--- config.mk ---
export PLATFORM = sky130hd
export DESIGN_NAME = imem_boot_loader_flat
export DESIGN_NICKNAME = d
export VERILOG_FILES = /design/src/rtl/imem_boot_loader_if.sv /design/src/rtl/imem_boot_loader.sv /design/src/flat_wrapper.sv
export SDC_FILE = /design/constraint.sdc
export NUM_CORES = 1
export LEC_CHECK = 0
export BUFFER_PORTS_ARGS = -buffer_cell sky130_fd_sc_hd__buf_2
export CELL_PAD_IN_SITES_DETAIL_PLACEMENT = 0
export CELL_PAD_IN_SITES_GLOBAL_PLACEMENT = 1
export CORE_AREA = 2 2 125 127
export DETAILED_ROUTE_END_ITERATION = 16
export DIE_AREA = 0 0 127 129
export GPL_ROUTABILITY_DRIVEN = 0
export PLACE_DENSITY_LB_ADDON = 0.1
export RECOVER_POWER = 50
export SLEW_MARGIN = 10
export SYNTH_ARGS = -nofsm -noshare
export SYNTH_HDL_FRONTEND = slang
export SYNTH_SLANG_ARGS = --single-unit
--- constraint.sdc ---
create_clock -name clk -period 2.5 [get_ports clk]
set_clock_uncertainty 0.15 [all_clocks]
set_input_delay 0.5 -clock clk [delete_from_list [all_inputs] [get_ports clk]]
set_output_delay 0.5 -clock clk [all_outputs]
set_load 0.05 [all_outputs]
--- src/rtl/imem_boot_loader_if.sv ---
// Loader-side bundle: start/len control, byte-stream handshake, imem write port, CPU hold and status.
// The master modport drives the loader's inputs (byte source / boot controller); slave is the loader itself.
interface imem_boot_loader_if #(
    parameter int ADDR_W = 6,
    parameter int LEN_W  = 7
);
    logic              start;
    logic [LEN_W-1:0]  len;
    logic              byte_valid;
    logic [7:0]        byte_data;
    logic              byte_ready;
    logic              mem_we;
    logic [ADDR_W-1:0] mem_waddr;
    logic [31:0]       mem_wdata;
    logic              cpu_reset;
    logic              busy;
    logic              done;
    logic              err;

    modport master (
        output start, len, byte_valid, byte_data,
        input  byte_ready, mem_we, mem_waddr, mem_wdata, cpu_reset, busy, done, err
    );

    modport slave (
        input  start, len, byte_valid, byte_data,
        output byte_ready, mem_we, mem_waddr, mem_wdata, cpu_reset, busy, done, err
    );
endinterface

--- src/rtl/imem_boot_loader.sv ---
// Packs a little-endian byte stream into 32-bit imem words, holding the CPU in reset until the last word lands.
// One word per 5 cycles (4 accepts + 1 write); byte_ready drops during the write, the source must hold its byte.
module imem_boot_loader #(
    parameter int DEPTH  = 64,
    parameter int ADDR_W = 6,
    parameter int LEN_W  = 7
) (
    input  logic               clk,
    input  logic               rst_n,
    imem_boot_loader_if.slave  bus
);

    localparam logic [1:0] S_IDLE  = 2'd0;
    localparam logic [1:0] S_RECV  = 2'd1;
    localparam logic [1:0] S_WRITE = 2'd2;
    localparam logic [1:0] S_DONE  = 2'd3;

    logic [1:0]        state;
    logic [1:0]        byte_cnt;
    logic [ADDR_W-1:0] word_idx;
    logic [LEN_W-1:0]  len_q;
    logic [23:0]       asm_lo;

    logic start_ok;
    logic accept;
    logic last_word;

    assign start_ok  = (bus.len != '0) && (bus.len <= LEN_W'(DEPTH));
    assign accept    = bus.byte_valid && (state == S_RECV);
    assign last_word = (LEN_W'(word_idx) == (len_q - LEN_W'(1)));

    assign bus.byte_ready = (state == S_RECV);

    always_ff @(posedge clk or negedge rst_n) begin
        if (!rst_n) begin
            state         <= S_IDLE;
            byte_cnt      <= '0;
            word_idx      <= '0;
            len_q         <= '0;
            asm_lo        <= '0;
            bus.mem_we    <= 1'b0;
            bus.mem_waddr <= '0;
            bus.mem_wdata <= '0;
            bus.cpu_reset <= 1'b1;
            bus.busy      <= 1'b0;
            bus.done      <= 1'b0;
            bus.err       <= 1'b0;
        end else begin
            case (state)
                S_IDLE, S_DONE: begin
                    if (bus.start) begin
                        bus.done <= 1'b0;
                        if (start_ok) begin
                            len_q         <= bus.len;
                            word_idx      <= '0;
                            byte_cnt      <= '0;
                            bus.err       <= 1'b0;
                            bus.cpu_reset <= 1'b1;
                            bus.busy      <= 1'b1;
                            state         <= S_RECV;
                        end else begin
                            // Rejected start leaves the state and the CPU hold untouched.
                            bus.err <= 1'b1;
                        end
                    end
                end

                S_RECV: begin
                    if (accept) begin
                        byte_cnt <= byte_cnt + 2'd1;
                        case (byte_cnt)
                            2'd0:    asm_lo[7:0]   <= bus.byte_data;
                            2'd1:    asm_lo[15:8]  <= bus.byte_data;
                            2'd2:    asm_lo[23:16] <= bus.byte_data;
                            default: begin
                                // Top byte goes straight to the write register, so the word is ready in WRITE.
                                bus.mem_we    <= 1'b1;
                                bus.mem_waddr <= word_idx;
                                bus.mem_wdata <= {bus.byte_data, asm_lo};
                                state         <= S_WRITE;
                            end
                        endcase
                    end
                end

                S_WRITE: begin
                    bus.mem_we <= 1'b0;
                    if (last_word) begin
                        // Release the core on the edge that completes the final write.
                        bus.done      <= 1'b1;
                        bus.cpu_reset <= 1'b0;
                        bus.busy      <= 1'b0;
                        state         <= S_DONE;
                    end else begin
                        word_idx <= word_idx + ADDR_W'(1);
                        state    <= S_RECV;
                    end
                end

                default: state <= S_IDLE;
            endcase
        end
    end

    a_we_only_in_write: assert property (@(posedge clk) disable iff (!rst_n)
        bus.mem_we |-> (state == S_WRITE));
    a_waddr_in_range: assert property (@(posedge clk) disable iff (!rst_n)
        bus.mem_we |-> (LEN_W'(bus.mem_waddr) < len_q));
    a_busy_matches_state: assert property (@(posedge clk) disable iff (!rst_n)
        bus.busy == ((state == S_RECV) || (state == S_WRITE)));

endmodule

--- src/flat_wrapper.sv ---
// flat-port wrapper written by rule: the top's interface ports become plain ports
module imem_boot_loader_flat 
#(
    parameter int DEPTH  = 64,
    parameter int ADDR_W = 6,
    parameter int LEN_W  = 7
)
  (clk, rst_n, bus_start, bus_len, bus_byte_valid, bus_byte_data, bus_byte_ready, bus_mem_we, bus_mem_waddr, bus_mem_wdata, bus_cpu_reset, bus_busy, bus_done, bus_err);
  imem_boot_loader_if #(.ADDR_W(ADDR_W), .LEN_W(LEN_W)) bus_i ();
  input  logic clk;
  input  logic rst_n;
  input wire logic [$bits(bus_i.start)-1:0] bus_start;
  input wire logic [$bits(bus_i.len)-1:0] bus_len;
  input wire logic [$bits(bus_i.byte_valid)-1:0] bus_byte_valid;
  input wire logic [$bits(bus_i.byte_data)-1:0] bus_byte_data;
  output wire logic [$bits(bus_i.byte_ready)-1:0] bus_byte_ready;
  output wire logic [$bits(bus_i.mem_we)-1:0] bus_mem_we;
  output wire logic [$bits(bus_i.mem_waddr)-1:0] bus_mem_waddr;
  output wire logic [$bits(bus_i.mem_wdata)-1:0] bus_mem_wdata;
  output wire logic [$bits(bus_i.cpu_reset)-1:0] bus_cpu_reset;
  output wire logic [$bits(bus_i.busy)-1:0] bus_busy;
  output wire logic [$bits(bus_i.done)-1:0] bus_done;
  output wire logic [$bits(bus_i.err)-1:0] bus_err;
  assign bus_i.start = bus_start;
  assign bus_i.len = bus_len;
  assign bus_i.byte_valid = bus_byte_valid;
  assign bus_i.byte_data = bus_byte_data;
  assign bus_byte_ready = bus_i.byte_ready;
  assign bus_mem_we = bus_i.mem_we;
  assign bus_mem_waddr = bus_i.mem_waddr;
  assign bus_mem_wdata = bus_i.mem_wdata;
  assign bus_cpu_reset = bus_i.cpu_reset;
  assign bus_busy = bus_i.busy;
  assign bus_done = bus_i.done;
  assign bus_err = bus_i.err;
  imem_boot_loader #(.DEPTH(DEPTH), .ADDR_W(ADDR_W), .LEN_W(LEN_W)) u_core (.clk(clk), .rst_n(rst_n), .bus(bus_i));
endmodule
* After elaboration in Yosys (flattened, before gate mapping)
Index checks and enable logic that the tools add are counted.
** Cells by class
- Add/subtract/negate cells :: 3
- $lt $le $gt $ge :: 1
- Bitwise gates (word level) :: 1
- Equal/unequal tests :: 12
- Reductions and logical operators :: 22
- Mux-type cells :: 25
** Operators by type and width (count)
- AND reduction 3 bit :: 7
- 2-to-1 mux 6 bit :: 3
- 2-to-1 mux 2 bit :: 8
- AND reduction 4 bit :: 4
- one-hot mux 6 bit (2 select lines) :: 1
- 2-to-1 mux 1 bit :: 8
- == test 6 x 7 -> 1 bit :: 1
- less-or-equal comparator 7 bit (second input constant) :: 1
- nonzero test 7 bit :: 1
- subtractor 7 x 1 -> 7 bit (second input constant) :: 1
- adder 6 x 1 -> 6 bit (second input constant) :: 1
- == test 2 bit (second input constant) :: 3
- inequality test 2 x 1 -> 1 bit (second input constant) :: 3
- inequality test 2 bit (second input constant) :: 3
- one-hot mux 1 bit (2 select lines) :: 3
- one-hot mux 2 bit (3 select lines) :: 1
- nonzero test 2 bit :: 3
- == test 2 x 1 -> 1 bit (second input constant) :: 2
- logical NOT 2 bit :: 2
- one-hot mux 2 bit (2 select lines) :: 1
- OR reduction 3 bit :: 1
- adder 2 x 1 -> 2 bit (second input constant) :: 1
- logical AND 1 bit :: 2
- AND reduction 2 bit :: 1
- 2 further kinds :: 2
** Word-level totals
- Flip-flop bits (word level) :: 84
- Input bits :: 19
- Logic and storage cells :: 78

* Longest topological paths before layout
- Depth after elaboration :: 5
- Depth in mapped cells :: 10

* Worst setup path before layout
OpenSTA, ideal clock, no wires.
- Path kind :: reg-to-reg
- Start point :: reg u_core.state[0]
- End point :: reg u_core.bus.mem_waddr[5]
- Data required time :: 2.225 ns
- Clock period less this slack :: 2.499 ns
- Cell stages (with the launch flop) :: 7
- Setup slack :: 0.001 ns
- Arrival time :: 2.224 ns
- Path buffers :: 3
- Library setup time :: 0.125 ns
- Path through :: dfrtp_1 ha_1 clkbuf_1 nand3_1 clkbuf_1 buf_1 mux2_2
** Between the ends
- Longest elaborated chain between the ends :: 3
** Ends and longest elaborated chain
- start, declared :: RTL line imem_boot_loader.sv:18 : logic [1:0] state;
- start signal, assigned :: RTL line imem_boot_loader.sv:36 : state <= S_IDLE;
- start signal, assigned :: RTL line imem_boot_loader.sv:60 : state <= S_RECV;
- start signal, assigned :: RTL line imem_boot_loader.sv:80 : state <= S_WRITE;
- == test 2 x 1 -> 1 bit (*)
- via bus_byte_ready :: RTL line flat_wrapper.sv:16 : output wire logic [$bits(bus_i.byte_ready)-1:0] bus_byte_ready;
- logical AND 1 bit :: RTL line imem_boot_loader.sv:29 : assign accept = bus.byte_valid && (state == S_RECV);
- AND reduction 3 bit (no source line) (*)
- end signal, assigned :: RTL line imem_boot_loader.sv:78 : bus.mem_waddr <= word_idx;
- end, declared :: RTL line imem_boot_loader_if.sv:27 : output byte_ready, mem_we, mem_waddr, mem_wdata, cpu_reset, busy, done, err
The timed path passes the listed nets; every way through them passes the cells marked *.
A chain may end at the register's enable or synchronous reset.

* Final worst setup path
- Start point :: reg u_core.len_q[1]
- End point :: reg u_core.word_idx[3]
** Between the ends
- Longest elaborated chain between the ends :: 4
** Ends and longest elaborated chain
- start, declared :: RTL line imem_boot_loader.sv:21 : logic [LEN_W-1:0] len_q;
- start signal, assigned :: RTL line imem_boot_loader.sv:54 : len_q <= bus.len;
- subtractor 7 x 1 -> 7 bit :: RTL line imem_boot_loader.sv:30 : assign last_word = (LEN_W'(word_idx) == (len_q - LEN_W'(1)));
- == test 6 x 7 -> 1 bit :: RTL line imem_boot_loader.sv:30
- inequality test 2 bit (no source line)
- AND reduction 4 bit (no source line)
- end signal, assigned :: RTL line imem_boot_loader.sv:95 : word_idx <= word_idx + ADDR_W'(1);
- end, declared :: RTL line imem_boot_loader.sv:20 : logic [ADDR_W-1:0] word_idx;
No other way between the ends.

==> reports/metrics.yaml <==
worst_setup_path:
  startpoint_type: "flip-flop"
  worstPathArrival_ns: 2.42
  worst-endpoint-required_ns: 2.62
  cpMaxStageDelayCell: "or4_1"
  reg2reg_to: "u_core.word_idx[3]$_DFFE_PN0P_"
  ff2ff_setup_slack_ns: 0.21
  crit-reg2reg-launch: "u_core.len_q[1]$_DFFE_PN0P_"
  worstSetupEndpointType: "flip-flop"
  cp-endpoint: "u_core.word_idx[3]$_DFFE_PN0P_"
  reg2reg_depth: 11
  cp-startpoint: "u_core.len_q[1]$_DFFE_PN0P_"
  path_common_cell: "buf_4"
  critical_path_class: "reg2reg"
  crit_chain: "inv_1 > ha_1 > buf_4 > xnor2_1 > nand3b_1 > mux2i_1 > a21oi_1 > a211oi_2 > buf_4 > or4_1 > nand3_1"
  critical_path.max_fanout: 13
  slowest_delay_ns: 0.50
sta:
  timing.fmax_ghz: 0.436
  holdWs_ns: 0.269
  rsz0062_at_grt: "no"
  worst_slew_pin_slew_ns: 0.882
  maxSlewHeadroom_pct: 41.2
  post-route-period-util_pct: 91.7
  slew_viol_final: 0
  period_needed_ns: 2.29
  hold_viol: 0
  fin_ws_ns: 0.208
  setup_violations: 0
  final.setup.tns_ns: 0
layout:
  instances_no_fill: 558
  fill_cells: 1548
  final_cell_mix: "dfrtp_1 (83), mux2_2 (64), buf_2 (39)"
  area_delta_synth_final_pct: 24.9
  drive_gt1_share_pct: 40.8
  final_nets: 394
  final_common_cell: "dfrtp_1"
  final_area_sq_mm: 0.00464
  diodes: 0
  fin_util_pct: 31.0
synth:
  synthesis.nets: 311
  seq_area_frac_synth_pct: 56.6
  synthCells: 283
  netlist_area_sq_mm: 0.00372
  async_flop_share_pct: 100
  synth_edf_count: 0
  synth_cell_type_count: 42
  synth_area_per_cell_sq_um: 13.1
  ys.flop_type: "dfrtp_1"
  synth-seq-cells: 84
  yosysWarnings: 0
placement:
  hpwl_microns: 5950
  place_inst: 542
  pre_cts_slack_ns: -0.0255
  io_buffers: 62
  dpl_cell_area_sq_mm: 0.00438
clocking:
  cts_buffers: 9
  cts_tree: "built"
  clockRootBuffer: "clkbuf_16"
  htree_levels: 3
  clockBufferDepth: 2
  cts_num_sinks: 84
  clk_pin_slew_ns: 0.06
  worstSkewPairLatency_ns: 0.34
floorplan:
  start_util_pct: 24.8
  die_w_microns: 127
  design.portCount: 63
  fp.coreArea_sq_mm: 0.0150
  die_area_sq_mm: 0.0164
  rows: 45
  die_h_microns: 129
detailed_routing:
  dr_total_vias: 2458
  routed_wl_microns: 8700
  ant_nets: 0
  viasPerCell: 4.41
  drc: 0
  wire_per_inst_microns: 15.6
  firstDrtPassIters: 4
  drt_iter0_drc: 52
hold_path:
  hold_class: "in2reg"
power_and_ir_drop:
  power_density_mw_per_mm2: 1410
  ir_drop_mv: 0.481
  p_leak_nw: 2.17
  finalPower_mw: 6.55
grt:
  grt_max_degree: 40
  grt_pass1_wl_microns: 14500
  grt_usage_pct: 11.6
  grt_pass1_vias: 2705
  grt-ovfl-total: 0
  antenna_found_initial: 0
job:
  maxCapViolations: 0
status:
  status: "finished, final reports clean"
## cell type report
cell class / instances / area (sq um) / area share [%]
Sequential cell: 84 / 2100 / 45.3
Multi-Input combinational cell: 177 / 1530 / 33.0
Timing Repair Buffer: 83 / 440 / 9.49
Tap cell: 188 / 235 / 5.07
Clock buffer: 10 / 229 / 4.93
Clock inverter: 5 / 62.6 / 1.35
Inverter: 11 / 41.3 / 0.889
## worst max-delay path: cells and delay by family, from the launching register on
kind | cells | cell delay [ns]
AO/OA/AOI/OAI | 2 | 0.24
XOR/XNOR | 1 | 0.11
adder cells (fa/ha/maj) | 1 | 0.20
buffers and inverters | 3 | 0.39
flip-flops | 1 | 0.38
multiplexers | 1 | 0.07
AND/OR/NAND/NOR | 3 | 0.67
## per-layer routing
metal | up-vias | wire, microns | track usage, %
met5 | - | 0 | 0
met4 | 0 | 101 | 3.30
met3 | 7 | 554 | 5.03
met2 | 49 | 4250 | 19.3
met1 | 1239 | 3780 | 13.7
li1 | 1163 | - | -
## how the worst min path moves through the flow
stage                                               from  slack [ns]                              endpoint  depth (start not counted)
detailed placement  u_core.bus.mem_wdata[23]$_DFFE_PN0P_        0.34  u_core.bus.mem_wdata[23]$_DFFE_PN0P_                          1
global placement           u_core.asm_lo[18]$_DFFE_PN0P_        0.33  u_core.bus.mem_wdata[18]$_DFFE_PN0P_                          1
finish                                        bus_len[4]        0.27           u_core.len_q[4]$_DFFE_PN0P_                          2
global route                                  bus_len[5]        0.26           u_core.len_q[5]$_DFFE_PN0P_                          2
CTS                                           bus_len[5]        0.25           u_core.len_q[5]$_DFFE_PN0P_                          2
floorplan                                          rst_n        0.05          u_core.asm_lo[0]$_DFFE_PN0P_                          0
## kinds of logic (layout without fill, tap and decap cells)
family,count (synthesis),in the layout,share of synthesized area [%]
and+or+nand+nor,56,56,8.31
DFF,84,84,56.6
AOI/OAI and AO/OA,36,36,6.80
adders and majority gates,9,9,3.03
xor gates and xnor gates,7,7,1.65
muxes,69,69,21.1
buffers and inverters,22,109,2.49
## synthesized netlist by cell type, types with 2 or more instances
master	count	area [sq um]
a21o_1	2	15.0
a21oi_1	8	40.0
a22o_1	3	26.3
a31oi_1	3	18.8
buf_2	2	10.0
clkbuf_1	7	26.3
dfrtp_1	83	2080
ha_1	9	113
inv_1	11	41.3
mux2_2	64	721
mux2_4	3	45.0
mux2i_1	2	20.0
nand2_1	13	48.8
nand2b_1	3	18.8
nand3_1	13	65.1
nand3b_1	4	30.0
nor2_1	9	33.8
nor3_1	3	15.0
o211ai_1	3	22.5
o21ai_0	7	35.0
o21ai_1	3	15.0
or3_1	2	12.5
or4_1	2	15.0
xnor2_1	3	26.3
xor2_1	4	35.0
## state kept, by name, indices dropped and copies added (netlist names)
| register | cells |
|---|---|
| u_core.asm_lo | 24 |
| u_core.bus.busy | 1 |
| u_core.bus.err | 1 |
| u_core.bus.mem_waddr | 6 |
| u_core.bus.cpu_reset | 1 |
| u_core.word_idx | 6 |
| u_core.bus.mem_we | 1 |
| u_core.state | 2 |
| u_core.byte_cnt | 2 |
| u_core.bus.done | 1 |
| u_core.bus.mem_wdata | 32 |
| u_core.len_q | 7 |
## what timing repair did
item	4_1_cts	5_1_grt
hold buffers	1	0
buffers inserted	0	0
hold endpoints to repair	29	0
endpoints found under the setup margin	0	2
gates resized for setup	0	1
## power breakdown
part / total, mW / leakage (nW) / switching [mW] / internal (mW)
sequential: 2.33 / 1.05 / 0.387 / 1.95
combinational: 2.88 / 0.987 / 1.86 / 1.02
clock: 1.34 / 0.135 / 0.561 / 0.774
(Power assumes the default switching activity.)
